### src/rtl/pwm_spi_multichannel_pkg.sv
// Shared constants for the SPI-programmed multichannel PWM block:
// register map, frame length and the SPI frame layout.
package pwm_spi_pkg;

    localparam int FRAME_BITS = 16;

    localparam logic [6:0] OUT_EN_BASE   = 7'h00;
    localparam logic [6:0] PWM_EN_BASE   = 7'h08;
    localparam logic [6:0] DUTY_BASE     = 7'h10;
    localparam logic [6:0] PRESCALE_ADDR = 7'h60;

    // Bit counter saturates one past a full frame so long frames stay distinguishable.
    localparam int               BIT_CNT_W   = 5;
    localparam logic [BIT_CNT_W-1:0] BIT_CNT_SAT = 5'd17;
    localparam logic [BIT_CNT_W-1:0] BIT_CNT_ONE = 5'd1;

    // One SPI frame as received, MSB first.
    typedef struct packed {
        logic       wr;
        logic [6:0] addr;
        logic [7:0] data;
    } spi_frame_t;

endpackage

### src/rtl/pwm_spi_multichannel_spi.sv
// Write-only SPI (mode 0) slave sampled in the system clock domain.
// Synchronises sclk/copi/ncs, shifts bits on synchronised sclk rising edges
// and emits a one-cycle write strobe when a frame of exactly FRAME_BITS bits
// with the write flag set closes.
module spi_write_slave
    import pwm_spi_pkg::*;
#(
    parameter int SYNC_STAGES = 2
) (
    input  logic       clk,
    input  logic       rst_n,
    input  logic       sclk,
    input  logic       copi,
    input  logic       ncs,
    output logic       busy,
    output logic       wr_valid,
    output logic [6:0] wr_addr,
    output logic [7:0] wr_data
);

    logic [SYNC_STAGES-1:0] sclk_sync_q, copi_sync_q, ncs_sync_q;
    logic                   sclk_prev_q, ncs_prev_q;
    logic [BIT_CNT_W-1:0]   bit_cnt_q, bit_cnt_d;
    spi_frame_t             shift_q, shift_d;
    logic                   wr_valid_q, wr_valid_d;
    logic [6:0]             wr_addr_q, wr_addr_d;
    logic [7:0]             wr_data_q, wr_data_d;

    logic sclk_s, copi_s, ncs_s, sclk_rise, ncs_rise;

    assign sclk_s    = sclk_sync_q[SYNC_STAGES-1];
    assign copi_s    = copi_sync_q[SYNC_STAGES-1];
    assign ncs_s     = ncs_sync_q[SYNC_STAGES-1];
    assign sclk_rise = sclk_s & ~sclk_prev_q;
    assign ncs_rise  = ncs_s & ~ncs_prev_q;

    // Synchronisers and edge-detect history; ncs idles high so reset it high.
    always_ff @(posedge clk or negedge rst_n) begin
        if (!rst_n) begin
            sclk_sync_q <= '0;
            copi_sync_q <= '0;
            ncs_sync_q  <= '1;
            sclk_prev_q <= 1'b0;
            ncs_prev_q  <= 1'b1;
        end else begin
            sclk_sync_q <= {sclk_sync_q[SYNC_STAGES-2:0], sclk};
            copi_sync_q <= {copi_sync_q[SYNC_STAGES-2:0], copi};
            ncs_sync_q  <= {ncs_sync_q[SYNC_STAGES-2:0], ncs};
            sclk_prev_q <= sclk_s;
            ncs_prev_q  <= ncs_s;
        end
    end

    // Shift/count while selected; qualify and latch the frame when ncs deasserts.
    always_comb begin
        bit_cnt_d  = bit_cnt_q;
        shift_d    = shift_q;
        wr_valid_d = 1'b0;
        wr_addr_d  = wr_addr_q;
        wr_data_d  = wr_data_q;
        if (ncs_s) begin
            // Holding the count at zero while deselected also restarts it on the next ncs fall.
            bit_cnt_d = '0;
            if (ncs_rise && (bit_cnt_q == BIT_CNT_W'(FRAME_BITS)) && shift_q.wr) begin
                wr_valid_d = 1'b1;
                wr_addr_d  = shift_q.addr;
                wr_data_d  = shift_q.data;
            end
        end else if (sclk_rise) begin
            shift_d = spi_frame_t'({shift_q[FRAME_BITS-2:0], copi_s});
            if (bit_cnt_q != BIT_CNT_SAT) begin
                bit_cnt_d = bit_cnt_q + BIT_CNT_ONE;
            end
        end
    end

    // Frame state and write strobe registers.
    always_ff @(posedge clk or negedge rst_n) begin
        if (!rst_n) begin
            bit_cnt_q  <= '0;
            shift_q    <= '0;
            wr_valid_q <= 1'b0;
            wr_addr_q  <= '0;
            wr_data_q  <= '0;
        end else begin
            bit_cnt_q  <= bit_cnt_d;
            shift_q    <= shift_d;
            wr_valid_q <= wr_valid_d;
            wr_addr_q  <= wr_addr_d;
            wr_data_q  <= wr_data_d;
        end
    end

    assign busy     = ~ncs_s;
    assign wr_valid = wr_valid_q;
    assign wr_addr  = wr_addr_q;
    assign wr_data  = wr_data_q;

endmodule

### src/rtl/pwm_spi_multichannel.sv
// Multichannel PWM driven by an SPI write-only register bank.
// Holds per-channel OUT_EN/PWM_EN/DUTY, a shared prescaler, the 8-bit period
// counter and one comparator per channel.
// Build option: define PWM_SHADOW_EN to double-buffer DUTY so new values only
// take effect at the period wrap (glitch-free); otherwise writes apply next clk.
module pwm_spi_multichannel
    import pwm_spi_pkg::*;
#(
    parameter int         NUM_CH       = 16,
    parameter int         SYNC_STAGES  = 2,
    parameter logic [7:0] PRESCALE_RST = 8'h00
) (
    input  logic              clk,
    input  logic              rst_n,
    input  logic              sclk,
    input  logic              copi,
    input  logic              ncs,
    output logic [NUM_CH-1:0] ch_out,
    output logic              busy
);

    logic       wr_valid;
    logic [6:0] wr_addr;
    logic [7:0] wr_data;

    spi_write_slave #(
        .SYNC_STAGES(SYNC_STAGES)
    ) u_spi (
        .clk     (clk),
        .rst_n   (rst_n),
        .sclk    (sclk),
        .copi    (copi),
        .ncs     (ncs),
        .busy    (busy),
        .wr_valid(wr_valid),
        .wr_addr (wr_addr),
        .wr_data (wr_data)
    );

    logic [NUM_CH-1:0] out_en_q, out_en_d;
    logic [NUM_CH-1:0] pwm_en_q, pwm_en_d;
    logic [7:0]        duty_act_q [NUM_CH];
    logic [7:0]        duty_act_d [NUM_CH];
    logic [7:0]        prescale_q, prescale_d;
    logic [7:0]        pre_cnt_q, pre_cnt_d;
    logic [7:0]        cnt_q, cnt_d;
    logic [NUM_CH-1:0] ch_out_q, ch_out_d;
    logic [NUM_CH-1:0] pwm;
    logic              tick;

    assign tick = (pre_cnt_q == prescale_q);

`ifdef PWM_SHADOW_EN
    logic [7:0] duty_shd_q [NUM_CH];
    logic [7:0] duty_shd_d [NUM_CH];
    logic       wrap;

    assign wrap = tick && (cnt_q == 8'hFF);
`endif

    // Register-bank decode plus prescale/period counter next state.
    always_comb begin
        out_en_d   = out_en_q;
        pwm_en_d   = pwm_en_q;
        duty_act_d = duty_act_q;
        prescale_d = prescale_q;
        pre_cnt_d  = tick ? 8'd0 : pre_cnt_q + 8'd1;
        cnt_d      = tick ? cnt_q + 8'd1 : cnt_q;
`ifdef PWM_SHADOW_EN
        duty_shd_d = duty_shd_q;
        // Wrap loads the shadow as it was before any same-cycle write.
        if (wrap) begin
            duty_act_d = duty_shd_q;
        end
`endif
        if (wr_valid) begin
            for (int i = 0; i < NUM_CH; i++) begin
                if (wr_addr == OUT_EN_BASE + 7'(i / 8)) begin
                    out_en_d[i] = wr_data[i % 8];
                end
                if (wr_addr == PWM_EN_BASE + 7'(i / 8)) begin
                    pwm_en_d[i] = wr_data[i % 8];
                end
                if (wr_addr == DUTY_BASE + 7'(i)) begin
`ifdef PWM_SHADOW_EN
                    duty_shd_d[i] = wr_data;
`else
                    duty_act_d[i] = wr_data;
`endif
                end
            end
            if (wr_addr == PRESCALE_ADDR) begin
                prescale_d = wr_data;
                pre_cnt_d  = 8'd0;
            end
        end
    end

    // Per-channel comparators; full-scale duty forces a constant high.
    for (genvar g = 0; g < NUM_CH; g++) begin : g_ch
        assign pwm[g] = (duty_act_q[g] == 8'hFF) ? 1'b1 : (cnt_q < duty_act_q[g]);
    end

    // Output gating: disabled -> 0, enabled without PWM -> 1, else PWM.
    always_comb begin
        ch_out_d = out_en_q & (~pwm_en_q | pwm);
    end

    // Register bank, counters and registered channel outputs.
    always_ff @(posedge clk or negedge rst_n) begin
        if (!rst_n) begin
            out_en_q   <= '0;
            pwm_en_q   <= '0;
            prescale_q <= PRESCALE_RST;
            pre_cnt_q  <= '0;
            cnt_q      <= '0;
            ch_out_q   <= '0;
            for (int i = 0; i < NUM_CH; i++) begin
                duty_act_q[i] <= '0;
            end
        end else begin
            out_en_q   <= out_en_d;
            pwm_en_q   <= pwm_en_d;
            prescale_q <= prescale_d;
            pre_cnt_q  <= pre_cnt_d;
            cnt_q      <= cnt_d;
            ch_out_q   <= ch_out_d;
            duty_act_q <= duty_act_d;
        end
    end

`ifdef PWM_SHADOW_EN
    // Shadow duty registers.
    always_ff @(posedge clk or negedge rst_n) begin
        if (!rst_n) begin
            for (int i = 0; i < NUM_CH; i++) begin
                duty_shd_q[i] <= '0;
            end
        end else begin
            duty_shd_q <= duty_shd_d;
        end
    end
`endif

    assign ch_out = ch_out_q;

endmodule

### config.mk
export PLATFORM = sky130hd
export DESIGN_NAME = pwm_spi_multichannel
export DESIGN_NICKNAME = d
export VERILOG_FILES = /design/src/rtl/pwm_spi_multichannel_pkg.sv /design/src/rtl/pwm_spi_multichannel_spi.sv /design/src/rtl/pwm_spi_multichannel.sv
export SDC_FILE = /design/constraint.sdc
export NUM_CORES = 1
export LEC_CHECK = 0
export CAP_MARGIN = 20
export CORE_UTILIZATION = 50
export CTS_BUF_LIST = sky130_fd_sc_hd__clkbuf_2
export DETAILED_ROUTE_END_ITERATION = 12
export PLACE_DENSITY = 0.78
export SYNTH_ARGS = -nofsm -noshare
export SYNTH_HDL_FRONTEND = slang
export SYNTH_SLANG_ARGS = --single-unit
### constraint.sdc
create_clock -name clk -period 2.7 [get_ports clk]
set_clock_uncertainty 0.1 [all_clocks]
set_input_delay 0.54 -clock clk [delete_from_list [all_inputs] [get_ports clk]]
set_output_delay 0.54 -clock clk [all_outputs]
set_load 0.01 [all_outputs]
==> impl_metrics.xml <==
<?xml version="1.0" encoding="UTF-8"?>
<metrics>
  <group name="worst_setup_path">
    <metric name="terminus_of_the_critical_flop_to_flop_path" unit="">ch_out[0]</metric>
    <metric name="setup.worst_path.end_class" unit="">output port</metric>
    <metric name="critical_path.startpoint_type" unit="">register</metric>
    <metric name="worst-r2r-setup-slack" unit="ps">440</metric>
    <metric name="ws_path_type" unit="">reg -&gt; out</metric>
    <metric name="worstPathMaxFanout" unit="">2</metric>
    <metric name="timing.reg2reg.worst_path_depth" unit="">4</metric>
    <metric name="timing.rr.start" unit="">cnt_q[6]</metric>
    <metric name="critical_path_required" unit="ps">2060</metric>
    <metric name="arrival" unit="ps">1930</metric>
  </group>
  <group name="logic_synthesis">
    <metric name="post_synth_arst_share" unit="%">100</metric>
    <metric name="netlist_area" unit="mm²">0.0124</metric>
    <metric name="number_of_synthesized_flops_with_an_enable_pin" unit="">0</metric>
    <metric name="syn_avg_cell_area" unit="µm²">12.2</metric>
    <metric name="synth.most_common_cell" unit="">sky130_fd_sc_hd__dfrtp_1</metric>
    <metric name="ys_warn_count" unit="">0</metric>
    <metric name="synth.ff_latch_count" unit="">245</metric>
    <metric name="seq_area_frac_synth" unit="%">49.3</metric>
    <metric name="leading_post_synthesis_cells_by_cell_area" unit="">sky130_fd_sc_hd__dfrtp_1, sky130_fd_sc_hd__mux2_2, sky130_fd_sc_hd__ha_1</metric>
    <metric name="yosys.cell_types.count" unit="">37</metric>
    <metric name="synthDominantAreaCellType" unit="">sky130_fd_sc_hd__dfrtp_1</metric>
    <metric name="yosysTopAreaCellShare" unit="%">48.7</metric>
    <metric name="netlist_top_cells_count" unit="">sky130_fd_sc_hd__dfrtp_1, sky130_fd_sc_hd__mux2_2, sky130_fd_sc_hd__inv_1</metric>
    <metric name="synthesis.instances" unit="">1016</metric>
    <metric name="synth_flop_type" unit="">sky130_fd_sc_hd__dfrtp_1</metric>
    <metric name="mappedNetlistNets" unit="">1138</metric>
  </group>
  <group name="clocking">
    <metric name="tritoncts" unit="">done</metric>
    <metric name="worst_skew_pair.late_latency" unit="ps">830</metric>
    <metric name="number_of_sinks_handled_by_clock_tree_synthesis" unit="">245</metric>
    <metric name="clock_tree.buffer_depth" unit="">3</metric>
    <metric name="h-tree-depth" unit="">3</metric>
    <metric name="cts_root_buf" unit="">sky130_fd_sc_hd__clkbuf_2</metric>
    <metric name="clkSlewWorstSetupHoldPaths" unit="ps">80</metric>
    <metric name="cts_resized" unit="">0</metric>
    <metric name="tritoncts.num_buffers" unit="">66</metric>
  </group>
  <group name="grt">
    <metric name="grt_overflow_total" unit="">0</metric>
    <metric name="maximum_number_of_pins_on_one_net_before_global_route_repair" unit="">74</metric>
    <metric name="via_count_of_the_first_global_routing_pass" unit="">8669</metric>
    <metric name="antenna_found_initial" unit="">0</metric>
    <metric name="grt_first_pass_wirelength" unit="mm">44.9</metric>
    <metric name="global_route.usage.total" unit="%">22.4</metric>
  </group>
  <group name="sta">
    <metric name="setup_viol" unit="">0</metric>
    <metric name="final_max_slew_viol_count" unit="">0</metric>
    <metric name="rsz0062_at_grt" unit="">false</metric>
    <metric name="finalHoldViolations" unit="">0</metric>
    <metric name="timing.max_slew.rel_slack" unit="%">29.9</metric>
    <metric name="worst_pin_slew" unit="ps">1050</metric>
    <metric name="period_needed" unit="ps">2570</metric>
    <metric name="final.setup.tns" unit="ps">0</metric>
    <metric name="final.period_utilization" unit="%">95.0</metric>
    <metric name="maxClockFrequency" unit="GHz">0.390</metric>
  </group>
  <group name="flow_run">
    <metric name="number_of_max_cap_violations" unit="">0</metric>
  </group>
  <group name="detailed_routing">
    <metric name="detail_route.wirelength" unit="mm">27.1</metric>
    <metric name="drcViolationCount" unit="">0</metric>
    <metric name="detail_route.wl_per_cell" unit="µm">18.4</metric>
    <metric name="route.detailed.vias_per_inst" unit="">5.57</metric>
    <metric name="remaining_number_of_nets_flagged_by_the_antenna_check_after_routing" unit="">0</metric>
    <metric name="drt_first_pass_iters" unit="">5</metric>
    <metric name="drt_iter0_drc" unit="">381</metric>
    <metric name="vias" unit="">8207</metric>
  </group>
  <group name="layout">
    <metric name="num-nets-final" unit="">1227</metric>
    <metric name="syn2layout_area_growth" unit="%">11.0</metric>
    <metric name="post-route-util" unit="%">56.6</metric>
    <metric name="fillerInstances" unit="">2067</metric>
    <metric name="multi_input_comb_area" unit="mm²">0.00573</metric>
    <metric name="post_route_cells_drive_above_1_share" unit="%">30.2</metric>
    <metric name="seqCellArea" unit="mm²">0.00613</metric>
    <metric name="number_of_diodes" unit="">0</metric>
  </group>
  <group name="power">
    <metric name="worst_ir_drop_vdd" unit="V">0.000367</metric>
    <metric name="power_density" unit="mW/mm²">486</metric>
    <metric name="static-leakage-power" unit="nW">6.60</metric>
  </group>
  <group name="outcome">
    <metric name="status" unit="">finished, final reports clean</metric>
  </group>
  <group name="floorplan">
    <metric name="die_y" unit="µm">160</metric>
    <metric name="dieArea" unit="mm²">0.0255</metric>
    <metric name="placeable_area" unit="mm²">0.0244</metric>
    <metric name="dieWidth" unit="µm">160</metric>
    <metric name="std_cell_rows" unit="">57</metric>
    <metric name="ioPinCount" unit="">22</metric>
    <metric name="initial_utilization" unit="%">51.0</metric>
  </group>
  <group name="place">
    <metric name="buffer_ports.inserted" unit="">21</metric>
    <metric name="dpl.hpwl" unit="mm">17.7</metric>
    <metric name="gp_congestion" unit="">0.841</metric>
  </group>
  <group name="worst_hold_path">
    <metric name="min-delay-start" unit="">sclk</metric>
    <metric name="hold_path_depth" unit="">1</metric>
    <metric name="whs_endpoint" unit="">u_spi.sclk_sync_q[0]</metric>
    <metric name="hold_class" unit="">in -&gt; reg</metric>
  </group>
</metrics>
how the worst max path moves through the flow:
stage,from,endpoint,depth (start not counted)
floorplan,u_spi.ncs_sync_q[1],u_spi.wr_addr[6],5
global placement,cnt_q[6],ch_out[3],4
detailed placement,cnt_q[6],ch_out[9],4
CTS,u_spi.ncs_sync_q[1],busy,2
global route,u_spi.ncs_sync_q[1],busy,2
finish,u_spi.ncs_sync_q[1],busy,2
per-stage QoR:
step           hold WS [ps]  power [mW]  area (µm²)  cells  setup slack, ps
3_3_place_gp            234        4.01       13200   1358              479
5_1_grt                5.63        7.04       13800   1473             35.1
6_report               60.7        6.72       13800   1473              134
4_1_cts               0.962        6.82       13800   1473             74.8
2_1_floorplan           144        3.90       12400   1016              683
3_5_place_dp            239        4.02       13200   1358              441
layout by cell type (no fill, tap or decap), drive strengths merged, types with 2 or more instances in the layout:
cell	synthesis	layout
nor3	9	9
dlygate4sd3	0	2
inv	119	121
a221oi	13	13
nor2	23	23
o211ai	3	3
xor2	8	8
a21o	16	16
a21oi	6	6
buf	11	27
mux2	198	198
xnor2	17	17
nor2b	2	2
clkbuf	17	98
o21ai	34	34
clkinv	0	9
a211oi	3	3
o21bai	13	13
bufinv	0	3
ha	117	117
clkdlybuf4s50	0	20
dfrtp	242	242
nand2	28	28
and3	20	20
nand4	42	42
o21a	26	26
a2111oi	13	13
nand2b	18	18
nand3	11	11
dfstp	3	3
critical path, stage by stage (launching register included):
cell and delay, ps:
sky130_fd_sc_hd__dfstp_2 550, sky130_fd_sc_hd__inv_1 80, sky130_fd_sc_hd__clkdlybuf4s50_1 490
layout make-up:
cell class              count  area share, %
clock buffers              98           3.55
clock inverters            14          0.960
inverters                 119           3.23
multi-input cells         624           41.5
flip-flops and latches    245           44.4
well taps                 324           2.94
repair buffers             49           3.39
per-layer routing:
layer	wire, µm	global-route usage [%]	vias to the layer above
li1	-	-	3834
met1	12200	29.6	4105
met2	12900	36.8	197
met3	1370	4.55	71
met4	655	7.65	0
met5	0	0	-
cell families after synthesis:
kind of cell / Yosys count / share of synthesized area, %
flops: 245 / 49.3
mux: 199 / 18.0
simple gates: 155 / 7.37
buf+inv: 147 / 4.63
compound gates: 128 / 7.17
fa+ha+maj: 117 / 11.8
xor+xnor: 25 / 1.76
report_power, final:
| group | internal, mW | switching [mW] | total, mW |
|---|---|---|---|
| clock network | 1.24 | 1.53 | 2.77 |
| logic | 0.0687 | 0.0963 | 0.165 |
| registers | 3.73 | 0.0460 | 3.78 |
| total | 5.04 | 1.68 | 6.72 |
flip-flops by register name (all words and copies together) (netlist names), 5 cells and up:
name and cells:
ch_out 16, cnt_q 8, duty_act_q 128, out_en_q 16, pre_cnt_q 8, prescale_q 8
pwm_en_q 16, u_spi.bit_cnt_q 5, u_spi.shift_q 16, u_spi.wr_addr 7, u_spi.wr_data 8
timing repair:
| item | in CTS | in global routing |
|---|---|---|
| buffers inserted | 1 | 0 |
| endpoints found under the hold margin | 76 | 0 |
| endpoints found under the setup margin | 1 | 0 |
| hold buffers | 2 | 0 |
(Power assumes the default switching activity.)
